==> src/rtl/block_plotter_pkg.sv <==
// block_plotter_pkg: screen/block geometry, colour constants, FSM encoding and request layout
package block_plotter_pkg;
  localparam int SCREEN_W = 160;
  localparam int SCREEN_H = 120;
  localparam int BLOCK_SIZE = 4;
  localparam int FIFO_DEPTH = 4;
  localparam logic [2:0] COL_BLACK = 3'b000;
  localparam logic [2:0] COL_RED = 3'b100;
  localparam logic [2:0] COL_BLUE = 3'b001;
  localparam logic [2:0] COL_WHITE = 3'b111;
  localparam logic [2:0] CLEAR_COLOUR = COL_BLACK;
  typedef enum logic [1:0] {S_IDLE, S_DRAW, S_CLEAR} state_t;
  typedef struct packed {
    logic [7:0] x;
    logic [6:0] y;
    logic [2:0] colour;
  } req_t;
endpackage

==> src/rtl/plot_fifo.sv <==
// plot_fifo: synchronous request FIFO, wrap-bit pointers give full/empty
module plot_fifo
  import block_plotter_pkg::*;
#(
  parameter int DEPTH = FIFO_DEPTH
) (
  input  logic clk,
  input  logic reset,
  input  logic push_i,
  input  logic pop_i,
  input  req_t din_i,
  output req_t dout_o,
  output logic full_o,
  output logic empty_o
);
  localparam int AW = $clog2(DEPTH);
  req_t mem_q [DEPTH];
  logic [AW:0] wr_q, rd_q;
  logic do_push, do_pop;
  assign empty_o = wr_q == rd_q;
  assign full_o = (wr_q[AW] != rd_q[AW]) && (wr_q[AW-1:0] == rd_q[AW-1:0]);
  assign do_push = push_i && !full_o;
  assign do_pop = pop_i && !empty_o;
  assign dout_o = mem_q[rd_q[AW-1:0]];
  always_ff @(posedge clk) begin
    if (reset) begin
      wr_q <= '0;
      rd_q <= '0;
    end else begin
      if (do_push) begin
        mem_q[wr_q[AW-1:0]] <= din_i;
        wr_q <= wr_q + 1'b1;
      end
      if (do_pop) rd_q <= rd_q + 1'b1;
    end
  end
endmodule

==> src/rtl/block_plotter.sv <==
// block_plotter: queues block-draw requests and expands each into single-pixel
// vga writes; also sweeps the whole screen to CLEAR_COLOUR on request.
module block_plotter
  import block_plotter_pkg::*;
(
  input  logic       clk,
  input  logic       reset,
  input  logic       req_valid,
  output logic       req_ready,
  input  logic [7:0] req_x,
  input  logic [6:0] req_y,
  input  logic [2:0] req_colour,
  input  logic       clear_start,
  output logic       busy,
  output logic [7:0] vga_x,
  output logic [6:0] vga_y,
  output logic [2:0] vga_colour,
  output logic       vga_plot
);
  state_t state_q, state_d;
  req_t head, req_in, base_q, base_d;
  logic [7:0] px_q, px_d, x_lim, x_d;
  logic [6:0] py_q, py_d, y_lim, y_d;
  logic [2:0] c_d;
  logic [8:0] sx;
  logic [7:0] sy;
  logic clear_pend_q, clear_pend_d, plot_d;
  logic full, empty, push, pop, wrap_x, done, clear_go, dispatch;

  assign req_ready = !full && state_q != S_CLEAR && !clear_pend_q;
  assign push = req_valid && req_ready;
  assign busy = !empty || state_q != S_IDLE || clear_pend_q;
  assign req_in = {req_x, req_y, req_colour};
  // Unwrapped sums so off-screen pixels are clipped rather than wrapped to 0
  assign sx = {1'b0, base_q.x} + {1'b0, px_q};
  assign sy = {1'b0, base_q.y} + {1'b0, py_q};
  assign x_lim = state_q == S_CLEAR ? 8'(SCREEN_W - 1) : 8'(BLOCK_SIZE - 1);
  assign y_lim = state_q == S_CLEAR ? 7'(SCREEN_H - 1) : 7'(BLOCK_SIZE - 1);
  assign wrap_x = px_q == x_lim;
  assign done = wrap_x && py_q == y_lim;
  assign clear_go = clear_pend_q || clear_start;
  assign dispatch = !(state_q inside {S_DRAW, S_CLEAR}) || (state_q == S_DRAW && done);

  plot_fifo u_fifo (
    .clk     (clk),
    .reset   (reset),
    .push_i  (push),
    .pop_i   (pop),
    .din_i   (req_in),
    .dout_o  (head),
    .full_o  (full),
    .empty_o (empty)
  );

  always_comb begin
    state_d = state_q;
    base_d = base_q;
    pop = 1'b0;
    px_d = wrap_x ? '0 : px_q + 8'd1;
    py_d = wrap_x ? py_q + 7'd1 : py_q;
    x_d = state_q == S_DRAW ? sx[7:0] : state_q == S_CLEAR ? px_q : vga_x;
    y_d = state_q == S_DRAW ? sy[6:0] : state_q == S_CLEAR ? py_q : vga_y;
    c_d = state_q == S_DRAW ? base_q.colour : state_q == S_CLEAR ? CLEAR_COLOUR : vga_colour;
    plot_d = state_q == S_CLEAR ||
             (state_q == S_DRAW && sx < 9'(SCREEN_W) && sy < 8'(SCREEN_H));
    // Block end reloads on the same edge as its last pixel, so blocks run back to back
    if (dispatch) begin
      px_d = '0;
      py_d = '0;
      pop = !clear_go && !empty;
      base_d = pop ? head : base_q;
      state_d = clear_go ? S_CLEAR : pop ? S_DRAW : S_IDLE;
    end else if (state_q == S_CLEAR && done) begin
      state_d = S_IDLE;
    end
    clear_pend_d = (clear_pend_q || (clear_start && state_q == S_DRAW)) && state_d != S_CLEAR;
  end

  always_ff @(posedge clk) begin
    if (reset) begin
      state_q <= S_IDLE;
      base_q <= '0;
      px_q <= '0;
      py_q <= '0;
      clear_pend_q <= 1'b0;
      vga_x <= '0;
      vga_y <= '0;
      vga_colour <= '0;
      vga_plot <= 1'b0;
    end else begin
      state_q <= state_d;
      base_q <= base_d;
      px_q <= px_d;
      py_q <= py_d;
      clear_pend_q <= clear_pend_d;
      vga_x <= x_d;
      vga_y <= y_d;
      vga_colour <= c_d;
      vga_plot <= plot_d;
    end
  end
endmodule

==> config.mk <==
export PLATFORM = sky130hd
export DESIGN_NAME = block_plotter
export DESIGN_NICKNAME = d
export VERILOG_FILES = /design/src/rtl/block_plotter_pkg.sv /design/src/rtl/plot_fifo.sv /design/src/rtl/block_plotter.sv
export SDC_FILE = /design/constraint.sdc
export NUM_CORES = 1
export LEC_CHECK = 0
export ABC_CLOCK_PERIOD_IN_PS = 4100
export CAP_MARGIN = 10
export CELL_PAD_IN_SITES_DETAIL_PLACEMENT = 0
export CELL_PAD_IN_SITES_GLOBAL_PLACEMENT = 1
export CORE_MARGIN = 1
export CORE_UTILIZATION = 45
export CTS_CLUSTER_SIZE = 14
export DETAILED_ROUTE_END_ITERATION = 12
export GPL_ROUTABILITY_DRIVEN = 0
export GPL_TIMING_DRIVEN = 0
export HOLD_SLACK_MARGIN = 0.06
export PLACE_DENSITY = 0.73
export SYNTH_ARGS = -nofsm -noshare
export SYNTH_HDL_FRONTEND = slang
export SYNTH_HIERARCHICAL = 1
export SYNTH_SLANG_ARGS = --single-unit
==> constraint.sdc <==
create_clock -name clk -period 4.1 [get_ports clk]
set_clock_uncertainty 0.05 [all_clocks]
set_input_delay 0.82 -clock clk [delete_from_list [all_inputs] [get_ports clk]]
set_output_delay 0.82 -clock clk [all_outputs]
set_load 0.02 [all_outputs]
### After elaboration in Yosys (flattened, before gate mapping)

Memory sizes are Yosys's and may differ from the RTL's. A register that Yosys moved wholly into a read port is not among the register bits.
Index checks and enable logic that the tools add are counted.
Widths: inputs -> output; s select.

| storage, ports and cells | value |
|---|---|
| flip-flop bits (word level) | 43 |
| bits in writable memories | 72 |
| bits of input ports | 22 |
| output and inout port bits | 21 |
| word-level logic and storage cells | 74 |
| memories kept | 1 |

Memory list:

| name | depth | bits a word | read ports | clocked after Yosys merged registers in | write ports | line | RTL |
|---|---|---|---|---|---|---|---|
| u_fifo.mem_q | 4 | 18 | 1 | 1 | 1 | plot_fifo.sv:17 | `req_t mem_q [DEPTH];` |

| cells by class | value |
|---|---|
| add/subtract/negate cells | 6 |
| magnitude comparators | 2 |
| equal/unequal tests | 9 |
| multiplexer cells | 16 |
| reductions and logical operators | 30 |

Operators with widths:

| operator | count |
|---|---|
| $mux 8 | 3 |
| $mux 7 | 3 |
| $logic_and 1x1->1 | 14 |
| $add 8x8->9 | 1 |
| $lt 9x8->1 const B | 1 |
| $add 7x7->8 | 1 |
| $add 8x1->8 const B | 1 |
| $eq 8x8->1 | 1 |
| $lt 8x7->1 const B | 1 |
| $add 7x1->7 const B | 1 |
| $eq 7x7->1 | 1 |
| $add 3x1->3 const B | 2 |
| $logic_or 1x1->1 | 6 |
| $mux 2 | 3 |
| $mux 3 | 2 |
| $logic_not 1->1 | 5 |
| $mux 1 | 5 |
| $ne 2x2->1 const B | 2 |
| $reduce_bool 2->1 | 2 |
| $eq 3x3->1 | 1 |
| $reduce_or 3->1 | 1 |
| $eq 2x1->1 const B | 1 |
| $eq 2x2->1 | 1 |
| $eq 2x2->1 const B | 1 |
| other kinds (3) | 3 |

### Depth between registers and ports, before layout

| depth | value |
|---|---|
| word-level depth | 10 |
| mapped depth | 11 |
| gate-level depth less buffers | 9 |

### Hierarchy

Netlist, hierarchy kept.

By module, submodules not included:

| module | times used | cells each | area each (um^2) | seq. area each (um^2) |
|---|---|---|---|---|
| plot_fifo | 1 | 164 | 3203.1 | 2322.2 |
| block_plotter | 1 | 322 | 2966.6 | 1101.1 |

### Worst setup path after synthesis

OpenSTA, ideal clock, no wires.

| timing path | value |
|---|---|
| path kind | register to register |
| start | reg u_fifo.wr_q[1] |
| end | mem u_fifo/mem_q[3][0] (netlist bit) (enable) |
| arrival | 2.395 ns |
| data required time | 3.674 ns |
| slack | 1.279 ns |
| stages on the path, launching flop included | 10 |
| period minus slack after synthesis | 2.821 ns |
| cells stage by stage | dfxtp_1 -> buf_2 -> xnor2_2 -> nand2_2 -> nor2_1 -> nor3_1 -> and2_1 -> clkbuf_1 -> and2_1 -> and2_1 |

| between the ends | value |
|---|---|
| cells in the longest elaborated chain, start to end | 10 |

Ends and longest elaborated chain:

| element | line | RTL |
|---|---|---|
| from (decl) | plot_fifo.sv:18 | `logic [AW:0] wr_q, rd_q;` |
| from (signal assigned) | plot_fifo.sv:32 | `wr_q <= wr_q + 1'b1;` |
| $eq 2x2->1 | plot_fifo.sv:21 | `assign full_o = (wr_q[AW] != rd_q[AW]) && (wr_q[AW-1:0] == rd_q[AW-1:0]);` |
| $logic_and 1x1->1 | plot_fifo.sv:21 |  |
| named net full | block_plotter.sv:28 | `logic full, empty, push, pop, wrap_x, done, clear_go, dispatch;` |
| $logic_not 1->1 | block_plotter.sv:30 | `assign req_ready = !full && state_q != S_CLEAR && !clear_pend_q;` |
| $logic_and 1x1->1 (2 in series) | block_plotter.sv:30 |  |
| named net req_ready | block_plotter.sv:9 | `output logic req_ready,` |
| $logic_and 1x1->1 | block_plotter.sv:31 | `assign push = req_valid && req_ready;` |
| named net push | block_plotter.sv:28 |  |
| $logic_and 1x1->1 | plot_fifo.sv:22 | `assign do_push = push_i && !full_o;` |
| $mux 1 | plot_fifo.sv:30 | `if (do_push) begin` |
| $mux 1 | plot_fifo.sv:26 | `if (reset) begin` |
| $mux 1 (not written as such) | plot_fifo.sv:31 | `mem_q[wr_q[AW-1:0]] <= din_i;` |
| to (decl) | plot_fifo.sv:17 |  |

The timed path passes the listed nets, and every way through them passes these cells.

### Worst setup path in the final report

| timing path | value |
|---|---|
| start | reg u_fifo.wr_q[2] |
| end | out req_ready |

| between the ends | value |
|---|---|
| cells in the longest elaborated chain, start to end | 5 |

Ends and longest elaborated chain:

| element | line |
|---|---|
| $ne 1x1->1 | plot_fifo.sv:21 |
| $logic_and 1x1->1 | plot_fifo.sv:21 |
| named net full | block_plotter.sv:28 |
| $logic_not 1->1 | block_plotter.sv:30 |
| $logic_and 1x1->1 (2 in series) | block_plotter.sv:30 |
| to (decl) | block_plotter.sv:9 |

The timed path passes the listed nets, and every way through them passes these cells.

==> impl_metrics.py <==
metrics = {
    "floorplanning": {
        "die_w_um": 119,
        "initial_core_util_pct": 46.4,
        "die_h_um": 119,
        "dieArea_sq_mm": 0.0142,
        "core.rowCount": 42,
        "core_sq_mm": 0.0133,
        "pin_count": 43,
    },
    "yosys": {
        "avgSynthCellArea_sq_um": 12.7,
        "yosys_warnings": 6,
        "yosysSeqAreaShare_pct": 55.5,
        "synth_cell_type_count": 61,
        "synth.area.top_cells": "edfxtp_1 35%, dfxtp_1 20%, mux4_2 6.6%",
        "synth_top_area_share_pct": 35.0,
        "ys.flop_type": "edfxtp_1",
        "synth_edf_count": 72,
        "syn_area_sq_mm": 0.00617,
        "async_flop_share_pct": 0,
        "ys_ff_latch": 135,
        "mappedNetlistNets": 535,
        "yosys.area.top_type": "edfxtp_1",
        "syn_inst": 486,
    },
    "global_route": {
        "grt_pass1_wl_um": 20500,
        "grt_pass1_vias": 3957,
        "grt_max_degree": 19,
        "antenna_found_initial": 0,
        "overflow": 0,
        "grt_use_total_pct": 19.2,
    },
    "finish": {
        "final_common_cell": "edfxtp_1",
        "multi_input_area_sq_mm": 0.00254,
        "nFillCells": 1120,
        "nets": 596,
        "layout_common_cells": "72 x edfxtp_1, 66 x nor2_1, 63 x dfxtp_1, 42 x clkdlybuf4s50_1, 34 x mux2i_1",
        "final_cells": 736,
        "seq_area_sq_mm": 0.00342,
        "area_growth_pct": 19.6,
        "drive_gt1_share_pct": 12.9,
        "n_antenna_cell": 0,
    },
    "clock_tree": {
        "ctsResizeCount": 0,
        "cts.htree.levels": 4,
        "numClockSinks": 135,
        "numCtsBuffers": 17,
        "post_cts_buffers": 0,
        "cts.path.max_buffers": 2,
        "cts_hold_buf": 0,
        "cts_tree": "built",
        "insertion_delay_ns": 0.41,
        "cts.reportedPaths.clkPinSlew_ns": 0.06,
        "cts-root-buf": "clkbuf_16",
    },
    "critical_path": {
        "reg2reg_to": "u_fifo/mem_q[3][15]$_DFFE_PP_",
        "r2r-start": "u_fifo/wr_q[2]$_SDFFE_PP0P_",
        "crit_type": "reg2out",
        "cp_max_fo": 8,
        "crit_required_ns": 3.23,
        "end_kind": "primary output",
        "startpoint": "u_fifo/wr_q[2]$_SDFFE_PP0P_",
        "worstSetupStartpointType": "flop",
        "worstPathArrival_ns": 2.28,
        "ff2ff_path_depth": 7,
        "r2r_setup_slack_ns": 1.02,
    },
    "pwr": {
        "leakagePower_nw": 2.55,
        "power_density_mw_per_mm2": 596,
        "irDropWorstVdd_v": 0.000333,
    },
    "timing": {
        "worst_pin_slew_ns": 0.958,
        "slew_violations": 0,
        "fin_setup_tns_ns": 0,
        "finalCritPeriodShare_pct": 76.9,
        "rsz0062_at_grt": "no",
        "max_freq_mhz": 317,
        "slew_headroom_pct": 36.1,
        "setup_violations": 0,
        "period_minus_slack_ns": 3.15,
        "finalHoldViolations": 0,
    },
    "placed_design": {
        "portBuffers": 42,
        "placedCellCount": 704,
        "dpl.hpwl_um": 8780,
    },
    "min_path": {
        "whs_path_depth": 2,
        "min_path_type": "reg2reg",
        "whs_endpoint": "vga_colour[1]$_SDFFE_PP0P_",
        "hp-start": "vga_colour[1]$_SDFFE_PP0P_",
    },
    "route": {
        "avgViaCountPerCell": 5.37,
        "firstDrtPassIters": 4,
        "finalWirelength_um": 12500,
        "route.detailed.drc": 0,
        "num_vias": 3953,
        "drtAntennaViolNets": 0,
        "wl_per_cell_um": 17.0,
        "drtIter0Drc": 140,
    },
    "flow_run": {
        "drv_cap": 0,
    },
    "outcome": {
        "status": "finished clean",
    },
}
worst max path at each step:
stage / slack (ns) / end / depth (start not counted)
detailed placement: 0.71 / u_fifo/mem_q[1][12]$_DFFE_PP_ / 4
CTS: 0.92 / req_ready / 4
finish: 0.95 / req_ready / 4
floorplan: 1.28 / u_fifo/mem_q[3][0]$_DFFE_PP_ / 9
global route: 0.71 / u_fifo/mem_q[3][3]$_DFFE_PP_ / 7
global placement: 0.71 / u_fifo/mem_q[2][2]$_DFFE_PP_ / 4
metal layers:
metal	vias up	part of all wire, %	GRT usage [%]
met2	76	48	30.7
met5	-	0	0
met1	1921	47	25.1
met3	16	2.9	4.65
li1	1940	-	-
met4	0	1.7	7.44
layout make-up:
type / count / area share (%)
plain buffers: 25 / 2.22
clock buffers: 19 / 5.87
clock inverters: 13 / 1.85
inverters: 11 / 0.560
multi-input cells: 315 / 34.4
flip-flops and latches: 135 / 46.4
well taps: 176 / 2.98
repair buffers: 42 / 5.70
worst max-delay path, stage by stage (launching register included):
cell,delay [ns]
dfxtp_1,0.36
xnor2_1,0.58
nor2_1,0.09
nor3_1,0.20
clkdlybuf4s50_1,0.64
cells by family after synthesis:
| group | count (synthesis) | share of synthesized area (%) |
|---|---|---|
| and+or+nand+nor | 138 | 11.3 |
| DFF | 135 | 55.5 |
| AOI/OAI and AO/OA | 70 | 7.91 |
| muxes | 52 | 12.1 |
| buffers and inverters | 36 | 3.33 |
| xor gates and xnor gates | 28 | 4.22 |
| adders and majority gates | 27 | 5.72 |
metrics by stage:
stage               util [%]  area [sq um]  worst slack, ns  hold slack [ns]  power (mW)
finish                  55.5          7380            0.947            0.418        4.40
global route            55.5          7380            0.706            0.455        4.61
CTS                     55.5          7380            0.915            0.421        4.44
detailed placement      51.2          6810            0.709            0.411        2.96
global placement        51.2          6810            0.711            0.408        2.93
floorplan                  -          6170             1.28            0.393        2.59
power by group:
part	internal (mW)	total, mW	leakage [nW]	switching (mW)
logic	0.567	1.23	1.12	0.665
clock network	0.853	1.46	0.269	0.608
registers	1.60	1.71	1.16	0.103
flip-flops by register name (all words and copies together), names as in the netlist, named ones only:
| register | cells |
|---|---|
| vga_colour | 3 |
| u_fifo/wr_q | 3 |
| base_q | 18 |
| vga_plot | 1 |
| u_fifo/rd_q | 3 |
| state_q | 2 |
| vga_y | 7 |
| clear_pend_q | 1 |
| u_fifo/mem_q | 72 |
| py_q | 7 |
| px_q | 8 |
| vga_x | 8 |
cells in the mapped netlist (5+ instances only):
| cell | count |
|---|---|
| xnor2_1 | 15 |
| o21ai_0 | 9 |
| and3_1 | 10 |
| nand2_1 | 7 |
| inv_1 | 11 |
| buf_2 | 5 |
| xor2_1 | 11 |
| mux2i_1 | 34 |
| mux4_2 | 18 |
| ha_1 | 25 |
| nand3_1 | 17 |
| a21oi_1 | 17 |
| dfxtp_1 | 63 |
| clkbuf_1 | 10 |
| nor3b_1 | 5 |
| nand2b_1 | 6 |
| a211oi_1 | 16 |
| edfxtp_1 | 72 |
| o211ai_1 | 5 |
| nor2_1 | 66 |
No activity file was read; power rests on OpenSTA's default activity.
